File: config.mk
export PLATFORM = sky130hd
export DESIGN_NAME = pic_uart
export DESIGN_NICKNAME = d
export VERILOG_FILES = /design/src/rtl/pic_uart.sv
export SDC_FILE = /design/constraint.sdc
export NUM_CORES = 1
export LEC_CHECK = 0
export ABC_CLOCK_PERIOD_IN_PS = 6650
export CORE_ASPECT_RATIO = 1.2
export CORE_UTILIZATION = 45
export DETAILED_ROUTE_END_ITERATION = 10
export DONT_BUFFER_PORTS = 1
export SETUP_SLACK_MARGIN = 0.15
export SLEW_MARGIN = 20
export SYNTH_ARGS = -nofsm -noshare
export SYNTH_HDL_FRONTEND = slang
export SYNTH_SLANG_ARGS = --single-unit
File: constraint.sdc
create_clock -name clk -period 6.65 [get_ports clk]
set_input_delay 0.3325 -clock clk [delete_from_list [all_inputs] [get_ports clk]]
set_output_delay 0.3325 -clock clk [all_outputs]
set_load 0.005 [all_outputs]
File: src/rtl/pic_uart.sv
// -----------------------------------------------------------------------------
// pic_uart
//   PIC16-style asynchronous UART. It provides the TXSTA, RCSTA, SPBRG, TXREG
//   and RCREG special-function registers. Frames are 8N1, LSB first. The baud
//   rate comes from clk through SPBRG and BRGH. The receive FIFO is RCREG plus
//   hidden stages.
//
//   Optional feature macro: UART_NINE_BIT_EN
//     When defined, TX9/TX9D add a 9th transmitted bit, and RX9 receives a 9th
//     bit that is stored with each FIFO entry and read back as RCSTA.RX9D.
//     When undefined, TX9, TX9D, RX9 and RX9D read 0 and frames carry 8 bits.
//
//   Ports
//     clk               system clock
//     rst               asynchronous active-low reset
//     UART_TXD          serial transmit (idle high)
//     UART_RXD          serial receive
//     reg_data_in       shared SFR write data
//     txsta_reg_wr_en   write TXSTA      / txsta_reg_out  TXSTA readback
//     rcsta_reg_wr_en   write RCSTA      / rcsta_reg_out  RCSTA readback
//     spbrg_reg_wr_en   write SPBRG      / spbrg_reg_out  SPBRG readback
//     txreg_reg_wr_en   write TXREG      / txreg_reg_out  TXREG readback
//     rcreg_reg_rd_en   pop FIFO head    / rcreg_reg_out  FIFO head (0 if empty)
//     txif_set_en       TXREG empty
//     rxif_set_en       receive FIFO non-empty
// -----------------------------------------------------------------------------
module pic_uart #(
   parameter int RCREG_DEPTH = 2
) (
   input  logic       clk,
   input  logic       rst,
   output logic       UART_TXD,
   input  logic       UART_RXD,
   input  logic [7:0] reg_data_in,
   input  logic       txsta_reg_wr_en,
   output logic [7:0] txsta_reg_out,
   input  logic       rcsta_reg_wr_en,
   output logic [7:0] rcsta_reg_out,
   input  logic       spbrg_reg_wr_en,
   output logic [7:0] spbrg_reg_out,
   input  logic       txreg_reg_wr_en,
   output logic [7:0] txreg_reg_out,
   input  logic       rcreg_reg_rd_en,
   output logic [7:0] rcreg_reg_out,
   output logic       txif_set_en,
   output logic       rxif_set_en
);

`ifdef UART_NINE_BIT_EN
   localparam int         FW          = 9;
   localparam logic [7:0] TXSTA_WMASK = 8'hF5;
   localparam logic [7:3] RCSTA_WMASK = 5'b11111;
`else
   localparam int         FW          = 8;
   localparam logic [7:0] TXSTA_WMASK = 8'hB4;
   localparam logic [7:3] RCSTA_WMASK = 5'b10111;
`endif
   localparam int PW = (RCREG_DEPTH > 1) ? $clog2(RCREG_DEPTH) : 1;
   localparam int CW = $clog2(RCREG_DEPTH + 1);

   // IDLE is the line-high rest state. STOP is the stop bit being sent or checked.
   typedef enum logic [1:0] {
      ST_IDLE  = 2'd0,
      ST_START = 2'd1,
      ST_DATA  = 2'd2,
      ST_STOP  = 2'd3
   } uart_st_e;

   function automatic logic [PW-1:0] ptr_inc(input logic [PW-1:0] p);
      if (p == PW'(RCREG_DEPTH - 1)) return {PW{1'b0}};
      else                           return p + PW'(1);
   endfunction

   // Register storage
   logic [7:0]    txsta_q;
   logic [7:3]    rcsta_q;
   logic [7:0]    spbrg_q;
   logic [7:0]    txreg_q;
   logic          txreg_full_q;
   logic [FW-1:0] tsr_q;
   logic          tsr_full_q;
   uart_st_e      tx_state_q;
   logic [3:0]    tx_bit_cnt_q;
   logic          txd_q;
   logic [9:0]    presc_q;
   logic [3:0]    os_q;
   logic          bit_tick_q;
   logic          rxd_q;
   uart_st_e      rx_state_q;
   logic [9:0]    rx_presc_q;
   logic [3:0]    rx_os_q;
   logic [3:0]    rx_bit_cnt_q;
   logic [FW-1:0] rsr_q;
   logic          ferr_q;
   logic          oerr_q;
   logic [FW-1:0] fifo_q [RCREG_DEPTH];
   logic [PW-1:0] rd_ptr_q, wr_ptr_q;
   logic [CW-1:0] count_q, count_d, cnt_mid_s;

   logic [9:0]    baud_limit_s;
   logic          sample_tick_s, rx_tick_s, rx_sample_s, rx_fall_s;
   logic          tx_en_s, rx_en_s, tx_load_s, rx_push_s;
   logic          pop_s, push_ok_s, ovf_s;
   logic [3:0]    tx_last_s, rx_last_s;
   logic [FW-1:0] tx_frame_s, rx_entry_s, head_s;
   logic          rx9d_s;

   assign tx_en_s = txsta_q[5] & rcsta_q[7];
   assign rx_en_s = rcsta_q[7] & rcsta_q[4];

   // BRGH=1: tick every SPBRG+1 clocks. BRGH=0: tick every 4*(SPBRG+1) clocks.
   assign baud_limit_s  = txsta_q[2] ? {2'b00, spbrg_q} : {spbrg_q, 2'b11};
   // Use >= so the tick period settles at once after a BRGH/SPBRG change.
   assign sample_tick_s = (presc_q >= baud_limit_s);
   assign rx_tick_s     = (rx_presc_q >= baud_limit_s);
   assign rx_sample_s   = rx_tick_s && (rx_os_q == 4'd8);
   // Compare the registered line with the live input so that START is reached
   // one cycle after the line goes low.
   assign rx_fall_s     = rxd_q & ~UART_RXD;

`ifdef UART_NINE_BIT_EN
   assign tx_frame_s = {txsta_q[0], txreg_q};
   assign tx_last_s  = txsta_q[6] ? 4'd8 : 4'd7;
   assign rx_last_s  = rcsta_q[6] ? 4'd8 : 4'd7;
   // An 8-bit frame shifted into the 9-bit RSR sits one position high.
   assign rx_entry_s = rcsta_q[6] ? rsr_q : {1'b0, rsr_q[8:1]};
   assign rx9d_s     = (count_q != {CW{1'b0}}) ? head_s[8] : 1'b0;
`else
   assign tx_frame_s = txreg_q;
   assign tx_last_s  = 4'd7;
   assign rx_last_s  = 4'd7;
   assign rx_entry_s = rsr_q;
   assign rx9d_s     = 1'b0;
`endif

   // TSR takes TXREG when the TSR is idle and empty, or right at the end of a
   // stop bit. The second case gives back-to-back frames.
   assign tx_load_s = tx_en_s && txreg_full_q &&
                      (((tx_state_q == ST_IDLE) && !tsr_full_q) ||
                       ((tx_state_q == ST_STOP) && bit_tick_q));

   assign rx_push_s = rx_en_s && (rx_state_q == ST_STOP) && rx_sample_s;
   assign pop_s     = rcreg_reg_rd_en && (count_q != {CW{1'b0}});
   assign head_s    = fifo_q[rd_ptr_q];

   // FIFO occupancy: the pop is taken first, then the push is tried.
   always_comb begin
      cnt_mid_s = count_q - CW'(pop_s);
      if (rx_push_s && (cnt_mid_s != CW'(RCREG_DEPTH))) begin
         push_ok_s = 1'b1;
         ovf_s     = 1'b0;
      end else begin
         push_ok_s = 1'b0;
         ovf_s     = rx_push_s;
      end
      count_d = cnt_mid_s + CW'(push_ok_s);
   end

   // Control registers written from the SFR bus.
   always_ff @(posedge clk or negedge rst) begin
      if (!rst) begin
         txsta_q <= 8'h00;
         rcsta_q <= 5'b00000;
         spbrg_q <= 8'h00;
      end else begin
         if (txsta_reg_wr_en) txsta_q <= reg_data_in & TXSTA_WMASK;
         if (rcsta_reg_wr_en) rcsta_q <= reg_data_in[7:3] & RCSTA_WMASK;
         if (spbrg_reg_wr_en) spbrg_q <= reg_data_in;
      end
   end

   // Shared baud prescaler and free-running oversample counter for transmit.
   always_ff @(posedge clk or negedge rst) begin
      if (!rst) begin
         presc_q    <= 10'd0;
         os_q       <= 4'd0;
         bit_tick_q <= 1'b0;
      end else begin
         presc_q    <= sample_tick_s ? 10'd0 : presc_q + 10'd1;
         if (sample_tick_s) os_q <= os_q + 4'd1;
         bit_tick_q <= sample_tick_s && (os_q == 4'hF);
      end
   end

   // TXREG holding register.
   always_ff @(posedge clk or negedge rst) begin
      if (!rst) begin
         txreg_q      <= 8'h00;
         txreg_full_q <= 1'b0;
      end else begin
         if (txreg_reg_wr_en) begin
            txreg_q      <= reg_data_in;
            txreg_full_q <= 1'b1;
         end else if (tx_load_s) begin
            txreg_full_q <= 1'b0;
         end
      end
   end

   // Transmit shift register and transmit FSM. UART_TXD is registered.
   always_ff @(posedge clk or negedge rst) begin
      if (!rst) begin
         tsr_q        <= {FW{1'b0}};
         tsr_full_q   <= 1'b0;
         tx_state_q   <= ST_IDLE;
         tx_bit_cnt_q <= 4'd0;
         txd_q        <= 1'b1;
      end else if (!tx_en_s) begin
         tsr_full_q <= 1'b0;
         tx_state_q <= ST_IDLE;
         txd_q      <= 1'b1;
      end else begin
         case (tx_state_q)
            ST_IDLE: begin
               if (tx_load_s) begin
                  tsr_q      <= tx_frame_s;
                  tsr_full_q <= 1'b1;
               end else if (tsr_full_q && bit_tick_q) begin
                  tx_state_q <= ST_START;
                  txd_q      <= 1'b0;
               end
            end
            ST_START: begin
               if (bit_tick_q) begin
                  tx_state_q   <= ST_DATA;
                  txd_q        <= tsr_q[0];
                  tsr_q        <= tsr_q >> 1;
                  tx_bit_cnt_q <= 4'd0;
               end
            end
            ST_DATA: begin
               if (bit_tick_q) begin
                  if (tx_bit_cnt_q == tx_last_s) begin
                     tx_state_q <= ST_STOP;
                     txd_q      <= 1'b1;
                  end else begin
                     txd_q        <= tsr_q[0];
                     tsr_q        <= tsr_q >> 1;
                     tx_bit_cnt_q <= tx_bit_cnt_q + 4'd1;
                  end
               end
            end
            ST_STOP: begin
               if (bit_tick_q) begin
                  if (tx_load_s) begin
                     tsr_q      <= tx_frame_s;
                     tx_state_q <= ST_START;
                     txd_q      <= 1'b0;
                  end else begin
                     tsr_full_q <= 1'b0;
                     tx_state_q <= ST_IDLE;
                  end
               end
            end
            default: begin
               tx_state_q <= ST_IDLE;
               txd_q      <= 1'b1;
            end
         endcase
      end
   end

   // Receive line register, edge-aligned oversampling and receive FSM.
   always_ff @(posedge clk or negedge rst) begin
      if (!rst) begin
         rxd_q        <= 1'b1;
         rx_state_q   <= ST_IDLE;
         rx_presc_q   <= 10'd0;
         rx_os_q      <= 4'd0;
         rx_bit_cnt_q <= 4'd0;
         rsr_q        <= {FW{1'b0}};
         ferr_q       <= 1'b0;
      end else begin
         rxd_q <= UART_RXD;
         if (rx_tick_s) begin
            rx_presc_q <= 10'd0;
            rx_os_q    <= rx_os_q + 4'd1;
         end else begin
            rx_presc_q <= rx_presc_q + 10'd1;
         end
         if (!rx_en_s) begin
            rx_state_q <= ST_IDLE;
         end else begin
            case (rx_state_q)
               ST_IDLE: begin
                  if (rx_fall_s) begin
                     rx_state_q <= ST_START;
                     rx_presc_q <= 10'd0;
                     rx_os_q    <= 4'd0;
                  end
               end
               ST_START: begin
                  if (rx_sample_s) begin
                     if (rxd_q) begin
                        rx_state_q <= ST_IDLE;
                     end else begin
                        rx_state_q   <= ST_DATA;
                        rx_bit_cnt_q <= 4'd0;
                        rsr_q        <= {FW{1'b0}};
                     end
                  end
               end
               ST_DATA: begin
                  if (rx_sample_s) begin
                     rsr_q <= {rxd_q, rsr_q[FW-1:1]};
                     if (rx_bit_cnt_q == rx_last_s) rx_state_q <= ST_STOP;
                     else rx_bit_cnt_q <= rx_bit_cnt_q + 4'd1;
                  end
               end
               ST_STOP: begin
                  if (rx_sample_s) begin
                     ferr_q     <= ~rxd_q;
                     rx_state_q <= ST_IDLE;
                  end
               end
               default: rx_state_q <= ST_IDLE;
            endcase
         end
      end
   end

   // Receive FIFO pointers, occupancy and overrun flag.
   always_ff @(posedge clk or negedge rst) begin
      if (!rst) begin
         rd_ptr_q <= {PW{1'b0}};
         wr_ptr_q <= {PW{1'b0}};
         count_q  <= {CW{1'b0}};
         oerr_q   <= 1'b0;
      end else begin
         count_q <= count_d;
         if (pop_s)     rd_ptr_q <= ptr_inc(rd_ptr_q);
         if (push_ok_s) wr_ptr_q <= ptr_inc(wr_ptr_q);
         // Writing CREN=0 is the only way to clear the overrun flag.
         if (rcsta_reg_wr_en && !reg_data_in[4]) oerr_q <= 1'b0;
         else if (ovf_s)                         oerr_q <= 1'b1;
      end
   end

   // Receive FIFO storage.
   always_ff @(posedge clk or negedge rst) begin
      if (!rst) begin
         for (int i = 0; i < RCREG_DEPTH; i++) fifo_q[i] <= {FW{1'b0}};
      end else begin
         if (push_ok_s) fifo_q[wr_ptr_q] <= rx_entry_s;
      end
   end

   assign UART_TXD      = txd_q;
   assign txsta_reg_out = txsta_q | {6'b000000, ~tsr_full_q, 1'b0};
   assign rcsta_reg_out = {rcsta_q, ferr_q, oerr_q, rx9d_s};
   assign spbrg_reg_out = spbrg_q;
   assign txreg_reg_out = txreg_q;
   assign rcreg_reg_out = (count_q != {CW{1'b0}}) ? head_s[7:0] : 8'h00;
   assign txif_set_en   = ~txreg_full_q;
   assign rxif_set_en   = (count_q != {CW{1'b0}});

endmodule

# --- After elaboration in Yosys (flattened, before gate mapping) ---
# Index checks and enable logic that the tools add are counted.
word_totals:
  input_bits: 16
  wordCells: 191
  out_inout_bits: 43
  reg_bits: 107
op_classes:
  reduce_logical: 32
  add_sub_neg: 10
  magnitude_cmp: 5
  mux: 74
  n_eq_ne: 34
  bitwise_logic: 10
ops:
  columns: ["operator", "n"]
  rows:
  - ["two-way mux 8 bit", 13]
  - ["two-way mux 10 bit", 6]
  - ["two-way mux 4 bit", 11]
  - ["inequality test 3 bit (second input constant)", 13]
  - ["one-hot mux 8 bit (4 select lines)", 1]
  - ["two-way mux 2 bit", 14]
  - ["adder 10 x 1 -> 10 bit (second input constant)", 2]
  - [">= comparator 10 bit", 2]
  - ["two-way mux 1 bit", 20]
  - ["AND reduction 5 bit", 4]
  - ["inequality test 2 bit (second input constant)", 9]
  - ["AND reduction 6 bit", 3]
  - ["adder 4 x 1 -> 4 bit (second input constant)", 4]
  - ["bitwise mux 16 bit", 1]
  - ["one-hot mux 2 bit (4 select lines)", 2]
  - ["one-hot mux 4 bit (2 select lines)", 2]
  - ["one-hot mux 8 bit (2 select lines)", 1]
  - ["logical AND 1 bit", 13]
  - ["nonzero test 2 bit", 5]
  - ["demux 8 bit (select 1 bit)", 1]
  - ["== test 2 bit (second input constant)", 4]
  - ["== test 4 x 3 -> 1 bit (second input constant)", 2]
  - ["== test 4 bit (second input constant)", 2]
  - ["bitwise OR 8 x 2 -> 8 bit", 1]
  - ["18 further kinds", 29]

# --- Depth between registers and ports, before layout ---
# Gate-level depths: netlist of the first run.
logic_depth:
  ltp_word: 8
  ltp_mapped: 10

# --- Worst setup path before layout of the first run ---
# Ideal clock, no wire load.
synth_path:
  path_type: "flip-flop to flip-flop"
  from: "register txsta_q[2]"
  to: "register fifo_q[10] (netlist bit)"
  t_arrival_ps: 2685
  synth_period_minus_slack_ps: 2809
  path_stages_with_launch: 11
  slack_ps: 3841
  path_cell_list: "dfrtp_1 clkbuf_1 mux2i_1 ha_1 a21oi_1 nor2_1 a2111oi_4 a21oi_4 and3b_1 buf_6 mux2_2"
synth_via:
  elab_chain_len: 6
synth_lines:
  columns: ["element", "line", "source"]
  rows:
  - ["start, declared", "75", "logic [7:0] txsta_q;"]
  - ["start signal, assigned", "166", "if (txsta_reg_wr_en) txsta_q <= reg_data_in & TXSTA_WMASK;"]
  - ["two-way mux 10 bit", "112", "assign baud_limit_s = txsta_q[2] ? {2'b00, spbrg_q} : {spbrg_q, 2'b11};"]
  - [">= comparator 10 bit", "115", "assign rx_tick_s = (rx_presc_q >= baud_limit_s);"]
  - ["logical AND 1 bit", "116", "assign rx_sample_s = rx_tick_s && (rx_os_q == 4'd8);"]
  - ["logical AND 1 bit", "142", "assign rx_push_s = rx_en_s && (rx_state_q == ST_STOP) && rx_sample_s;"]
  - ["logical AND 1 bit", "149", "if (rx_push_s && (cnt_mid_s != CW'(RCREG_DEPTH))) begin"]
  - ["two-way mux 1 bit", "149", null]
  - ["end signal, assigned by index", "344", "if (push_ok_s) fifo_q[wr_ptr_q] <= rx_entry_s;"]
  - ["end, declared", "96", "logic [FW-1:0] fifo_q [RCREG_DEPTH];"]
# No other way between the ends.
# A chain may end at the register's enable or synchronous reset.

# --- Final worst setup path of the first run ---
# Ends and elaborated chain as after synthesis.

==> flow_metrics.tcl, run 1 <==
set metrics [dict create \
    cts_htree_levels 3 \
    crit_type "reg -> reg" \
    hold_path_class "in -> reg" \
    met2_usage 0.299 \
    yosys.area.top_type "dfrtp_1" \
    cts_buffer_depth 2 \
    cts_buffers 9 \
    powerDensity_mw_per_mm2 294 \
    overflow 0 \
    drtAntennaViolNets 0 \
    utilization 0.503 \
    synth_top_family_by_area "multiplexers" \
    grt_antenna_before_repair 0 \
    via_count 3469 \
    critPathCaptureType "flop" \
    maxSlewViolCount 0 \
    gpl.final_weighted_congestion 0.846 \
    synth-adder-area-share 0.0760 \
    drive_gt1_frac 0.143 \
    num_rows 43 \
    route.detailed.drc 0 \
    fin_ws_ns 3.54 \
    grt.busiest_layer "met2" \
    seq_area_frac_synth 0.493 \
    p_leak_nw 2.74 \
    initial_utilization 0.465 \
    cp.arrival_ns 3.34 \
    antenna_cells 0 \
    n_fill_cell 1098 \
    finClkSkew_ns 0.00599 \
    first_global_vias 3463 \
    design.core.area_mm2 0.0117 \
    hold_violations 0 \
    critPathMaxStageDelay_ns 0.57 \
    cts_resized 0 \
    cts_root_buf "clkbuf_16" \
    r2r_slack_ns 3.54 \
    portBuffers 0 \
    die_h_um 122 \
    grtUsageMet3 0.0319 \
    synth_area_mm2 0.00543 \
    setup-violations-final 0 \
    vias_per_cell 5.36 \
    cts.sinks 107 \
    synth_compound_area_frac 0.0965 \
    grt_start_max_net_pins 108 \
    ios 59 \
    crit_fanout 12 \
    irDropWorstVdd_uv 213 \
    status "complete, no violations" \
    synthCells 485 \
    final_cell_mix "dfrtp_1 (105), nor2_1 (45), mux2_2 (41)" \
    yosys-top-cells-area "dfrtp_1 (48%), mux2_2 (8.5%), ha_1 (7.6%)" \
    dp_slack_ns 3.53 \
    min_period_ns 3.11 \
    tritoncts "built" \
    yosysWarnings 0 \
    synth_xor_area_frac 0.0419 \
    die_w_um 102 \
    fin_nets 534 \
    layout_commonest_cell "dfrtp_1" \
    dp_hpwl_um 7430 \
    cp_num_buf_inv 0 \
    slowest_stage "dfrtp_1" \
    avgSynthCellArea_um2 11.2 \
    grt_setup_unrepaired "no" \
    finalSetupTns_ns 0 \
    synth.distinct_cells 52 \
    required_ns 6.88 \
    synth_ff_type "dfrtp_1" \
    synthArstFlopShare 1.00 \
    timing.fmax_ghz 0.321 \
    slew_headroom 0.554 \
    ys_seq_elements 107 \
    grt_usage 0.182 \
    first_pass_iters 4 \
    setup.worst_path.start_class "flop" \
    worstSkewPairLatency_ns 0.35 \
    synth_top_area_share 0.484 \
    yosys.area_share.simple 0.127 \
    worstPathCellList "nand2b_1, ha_1, nand4_1, or3_1, a21oi_4, and3b_1, mux2_2" \
    grt_pass1_wl_um 17400 \
    cts.reportedPaths.clkPinSlew_ns 0.08 \
    tightest_slew_ns 0.667 \
    synth-edff-count 0 \
    drt_iter0_markers 147 \
    wl_per_cell_um 16.0 \
    synth.area.mux_share 0.133 \
    maxCapViolCount 0 \
    area_growth_pct 8.09 \
    routed_wl_um 10300 \
    fin_crit_sh 0.468 \
    dieArea_mm2 0.0125 \
    critPathTopFamily "simple AND/OR/NAND/NOR gates" \
    met1_usage 0.236 \
]
-- flip-flops by register name, indices dropped and copies added (netlist names), 2 cells and up --
| register | flops |
|---|---|
| rsr_q | 8 |
| rx_os_q | 4 |
| rx_presc_q | 10 |
| tsr_q | 8 |
| fifo_q | 16 |
| rcsta_q | 4 |
| count_q | 2 |
| os_q | 4 |
| spbrg_reg_out | 8 |
| rx_bit_cnt_q | 4 |
| rx_state_q | 2 |
| txsta_q | 4 |
| txreg_reg_out | 8 |
| tx_state_q | 2 |
| presc_q | 10 |
| tx_bit_cnt_q | 4 |
-- power breakdown --
part	internal [mW]	switching, mW
Clock	0.265	0.260
Sequential	0.746	0.113
Combinational	0.166	0.177
-- path summary, 6_finish.rpt --
path / from / end / cells past startpoint
max in group asynchronous: rst / rxd_q$_DFF_PN1_ / 2
setup / recovery: txsta_q[2]$_DFFE_PN0P_ / fifo_q[10]$_DFFE_PN0P_ / 7
setup reg to reg: txsta_q[2]$_DFFE_PN0P_ / fifo_q[10]$_DFFE_PN0P_ / 7
hold / removal: txreg_reg_wr_en / txreg_full_q$_DFFE_PN0P_ / 1
hold reg to reg: os_q[3]$_DFFE_PN0N_ / os_q[3]$_DFFE_PN0N_ / 1
min in group asynchronous: rst / tsr_q[4]$_DFFE_PN0P_ / 2
-- cells in the mapped netlist, drive strengths merged, types with 2 or more instances --
library cell,instances
o21ai,19
xnor2,12
a22o,11
o21a,2
nor3,3
nand2b,8
xor2,14
inv,16
nor2,45
nor3b,2
mux2,41
nand3,22
nor2b,6
a211oi,3
nand2,38
a21o,3
a21oi,20
or2,4
a2111oi,3
and2,3
buf,11
and3,5
dfstp,2
mux2i,26
and3b,3
dfrtp,105
ha,33
clkbuf,7
-- area by class of cell --
cell class	count	area, um^2	area share
Sequential cell	107	2680	0.457
Multi-Input combinational cell	348	2600	0.442
Clock buffer	9	225	0.0384
Tap cell	157	196	0.0335
Clock inverter	7	65.1	0.0111
Inverter	16	60.1	0.0102
Timing Repair Buffer	3	47.5	0.00810
-- metal layers --
metal,wire [um],share of wire
met3,502,0.049
met1,4680,0.45
met2,4940,0.48
met5,0,0
met4,208,0.020
-- per-stage QoR --
step           total power [mW]  hold slack [ns]  instances  cell area (um^2)
3_3_place_gp               1.19           0.0409        628              5530
3_5_place_dp               1.20           0.0416        628              5530
4_1_cts                    1.75           0.0896        647              5870
2_1_floorplan              1.13           0.0369        489              5450
6_report                   1.73           0.0994        647              5870
5_1_grt                    1.85           0.0871        647              5870
-- cells by family (layout without fill, tap and decap cells) --
kind of cell	after synthesis	count (layout)
AO/OA/AOI/OAI	72	72
XOR/XNOR	26	26
adder cells (fa/ha/maj)	33	33
buffers and inverters	34	35
flip-flops	107	107
multiplexers	67	67
other	1	5
AND/OR/NAND/NOR	145	145
-- what timing repair did --
| action | 4_1_cts | 5_1_grt |
|---|---|---|
| setup buffers | 0 | 0 |
| hold buffers | 3 | 0 |
| hold endpoints to repair | 108 | 0 |
No activity file was read; power rests on OpenSTA's default activity.
==> run 2, diff against run 1 <==
ABC_AREA = 1   (was unset)
ABC_CLOCK_PERIOD_IN_PS = 2900   (was 6650)
clock period = 2.9 ns   (was 6.65 ns; I/O delays follow)
==> run 2 against run 1 <==
  * Total power grew to 2.6 times the previous value
  * Hold slack worse by 0.052 ns
  * Via count is 25% higher
  * Global-route usage is 1.9 points higher
  * Count of clock-buffer cells in the layout stayed put
  * Sequential power is 130% higher
  * First-iteration DRC count is 22% higher
  * Synthesized area is 2.8% higher
  * Sequential share of layout area is 2.7 points lower
==> flow_metrics.tcl, run 2 <==
set metrics [dict create \
    timing.fmax_ghz 0.417 \
    maxSlewViolCount 0 \
    routed_wl_um 11800 \
    drive_gt1_frac 0.0836 \
    dp_slack_ns 0.418 \
    initial_utilization 0.461 \
    post-cts-setup-buffers 0 \
    fin_nets 738 \
    avgSynthCellArea_um2 8.35 \
    design.core.area_mm2 0.0121 \
    tightest_slew_ns 0.671 \
    grt_antenna_before_repair 0 \
    worstPathCellList "o21ai_0, ha_1, nand2_1, inv_1, nand2_1, nand2_1, nand2_1, nand3_2, nand2_2, inv_2, nand2_2, nor2_4, nand2_2, nand2_1" \
    finalSetupTns_ns 0 \
    min_period_ns 2.40 \
    top_regs "fifo_q (16), presc_q (10), rx_presc_q (10)" \
    antenna_cells 0 \
    cp.arrival_ns 2.63 \
    regMostFlops "fifo_q" \
    dp_cells 822 \
    grt_pass1_wl_um 20300 \
    status "complete, no violations" \
    cp_num_buf_inv 2 \
    yosys.area.top_type "dfrtp_1" \
    portBuffers 0 \
    setup.worst_path.start_class "flop" \
    synth_top_area_share 0.471 \
    crit_type "reg -> reg" \
    final_cell_mix "nand2_1 (202), dfrtp_1 (104), inv_1 (68)" \
    p_leak_nw 3.16 \
    cts_htree_levels 3 \
    maxCapViolCount 0 \
    required_ns 3.13 \
    slew_headroom 0.551 \
    first_global_vias 4295 \
    cts.reportedPaths.clkPinSlew_ns 0.07 \
    yosysWarnings 0 \
    crit_top_cell "nand2_1" \
    crit_fanout 15 \
    yosys-top-cells-area "dfrtp_1 (47%), nand2_1 (14%), ha_1 (7.4%)" \
    worstSkewPairLatency_ns 0.34 \
    hold_violations 0 \
    ys_seq_elements 107 \
    dieArea_mm2 0.0129 \
    grt_usage 0.201 \
    gpl.final_weighted_congestion 0.876 \
    first_pass_iters 4 \
    irDropWorstVdd_uv 415 \
    fin_total_pwr_mw 4.45 \
    dpl_cell_area_mm2 0.00573 \
    drtAntennaViolNets 0 \
    synth_ff_type "dfrtp_1" \
    dp_hpwl_um 8490 \
    cts.sinks 107 \
    postLayoutCellArea_mm2 0.00624 \
    seq_area_frac_synth 0.480 \
    synthArstFlopShare 1.00 \
    die_h_um 124 \
    post-synth-top-count-cell "nand2_1" \
    setup-violations-final 0 \
    num_rows 44 \
    synth.distinct_cells 46 \
    via_count 4322 \
    vias_per_cell 5.05 \
    synthTopCellsByCount "nand2_1 (202), dfrtp_1 (105), inv_1 (68)" \
    drt_iter0_markers 180 \
    synthCells 669 \
    synth-edff-count 0 \
    hold_path_class "in -> reg" \
    critPathCaptureType "flop" \
    n_fill_cell 1159 \
    synth_area_mm2 0.00558 \
    wl_per_cell_um 13.8 \
    cts_buffer_depth 2 \
    fin_cells 855 \
    route.detailed.drc 0 \
    fin_crit_sh 0.827 \
    area_growth_pct 11.8 \
    critPathMaxStageDelay_ns 0.49 \
    grt_setup_unrepaired "no" \
    overflow 0 \
    finClkSkew_ns 0.00636 \
    cts_buffers 9 \
    tritoncts "built" \
    ios 59 \
    largest_reg_flops 16 \
    die_w_um 104 \
    slowest_stage "dfrtp_2" \
    grt_start_max_net_pins 108 \
    cts_root_buf "clkbuf_16" \
    powerDensity_mw_per_mm2 713 \
    layout_commonest_cell "nand2_1" \
    critPathTopFamily "simple AND/OR/NAND/NOR gates" \
    fin_ws_ns 0.501 \
]
[run 2: changes by cell type in the layout (fill, tap and decap cells not counted), sizes merged, moves of 7 or more]
cell,before,now
nand3,22,29
a22o,11,1
mux2,41,4
inv,21,74
nor2,45,68
dlygate4sd3,2,16
o21ai,19,44
a21oi,20,41
mux2i,26,0
xnor2,12,3
nand2b,8,0
nand2,38,209
[run 2: timing repair]
item,4_1_cts,5_1_grt
resized for setup,0,1
setup endpoints to repair,0,4
hold endpoints to repair,134,0
hold buffers,17,0
[run 2: metrics by stage]
step / hold WS [ns] / util
floorplan: -0.151 / -
global placement: -0.148 / 0.473
detailed placement: -0.149 / 0.473
CTS: 0.0408 / 0.515
global route: 0.0545 / 0.515
finish: 0.0476 / 0.515
[run 2: path summary, 6_finish.rpt]
check	startpoint	to	slack [ns]	cells after the start
max	txsta_q[2]$_DFFE_PN0P_	wr_ptr_q$_DFFE_PN0P_	0.50	14
min	rcreg_reg_rd_en	rd_ptr_q$_DFFE_PN0P_	0.05	3
max reg2reg	txsta_q[2]$_DFFE_PN0P_	wr_ptr_q$_DFFE_PN0P_	0.50	14
min reg2reg	os_q[3]$_DFFE_PN0N_	bit_tick_q$_DFF_PN0_	0.47	2
max in group asynchronous	rst	txsta_q[2]$_DFFE_PN0P_	2.04	2
min in group asynchronous	rst	fifo_q[10]$_DFFE_PN0P_	0.36	2
[run 2: kinds of logic (layout without fill, tap and decap cells)]
family / Yosys count / count (layout) / share of synthesized area
simple gates: 327 / 327 / 0.258
compound gates: 98 / 98 / 0.0950
flops: 107 / 107 / 0.480
fa+ha+maj: 33 / 33 / 0.0740
mux: 4 / 4 / 0.00807
xor+xnor: 12 / 12 / 0.0188
buf+inv: 87 / 108 / 0.0650
other cells: 1 / 5 / 0.000672
[run 2: metal layers]
layer | share of wire | wire length, um | global-route usage
met5 | 0 | 0 | 0
met4 | 0.023 | 274 | 0.0938
met3 | 0.033 | 393 | 0.0413
met2 | 0.50 | 5920 | 0.355
met1 | 0.44 | 5250 | 0.238
[run 2: layout make-up]
cell class,count,area [um^2],share of cell area
Sequential cell,107,2680,0.430
Multi-Input combinational cell,479,2550,0.409
Inverter,72,270,0.0433
Clock buffer,9,225,0.0361
Timing Repair Buffer,20,210,0.0337
Tap cell,161,201,0.0323
Clock inverter,7,98.8,0.0158
[run 2: tightest hold or removal path: stages]
cell and delay (ns):
inv_1 0.03, nor2_1 0.06, xor2_1 0.12
[run 2: power breakdown]
group | switching [mW] | total, mW | internal (mW)
logic | 0.672 | 1.13 | 0.458
clock network | 0.562 | 1.33 | 0.763
registers | 0.247 | 2.00 | 1.75
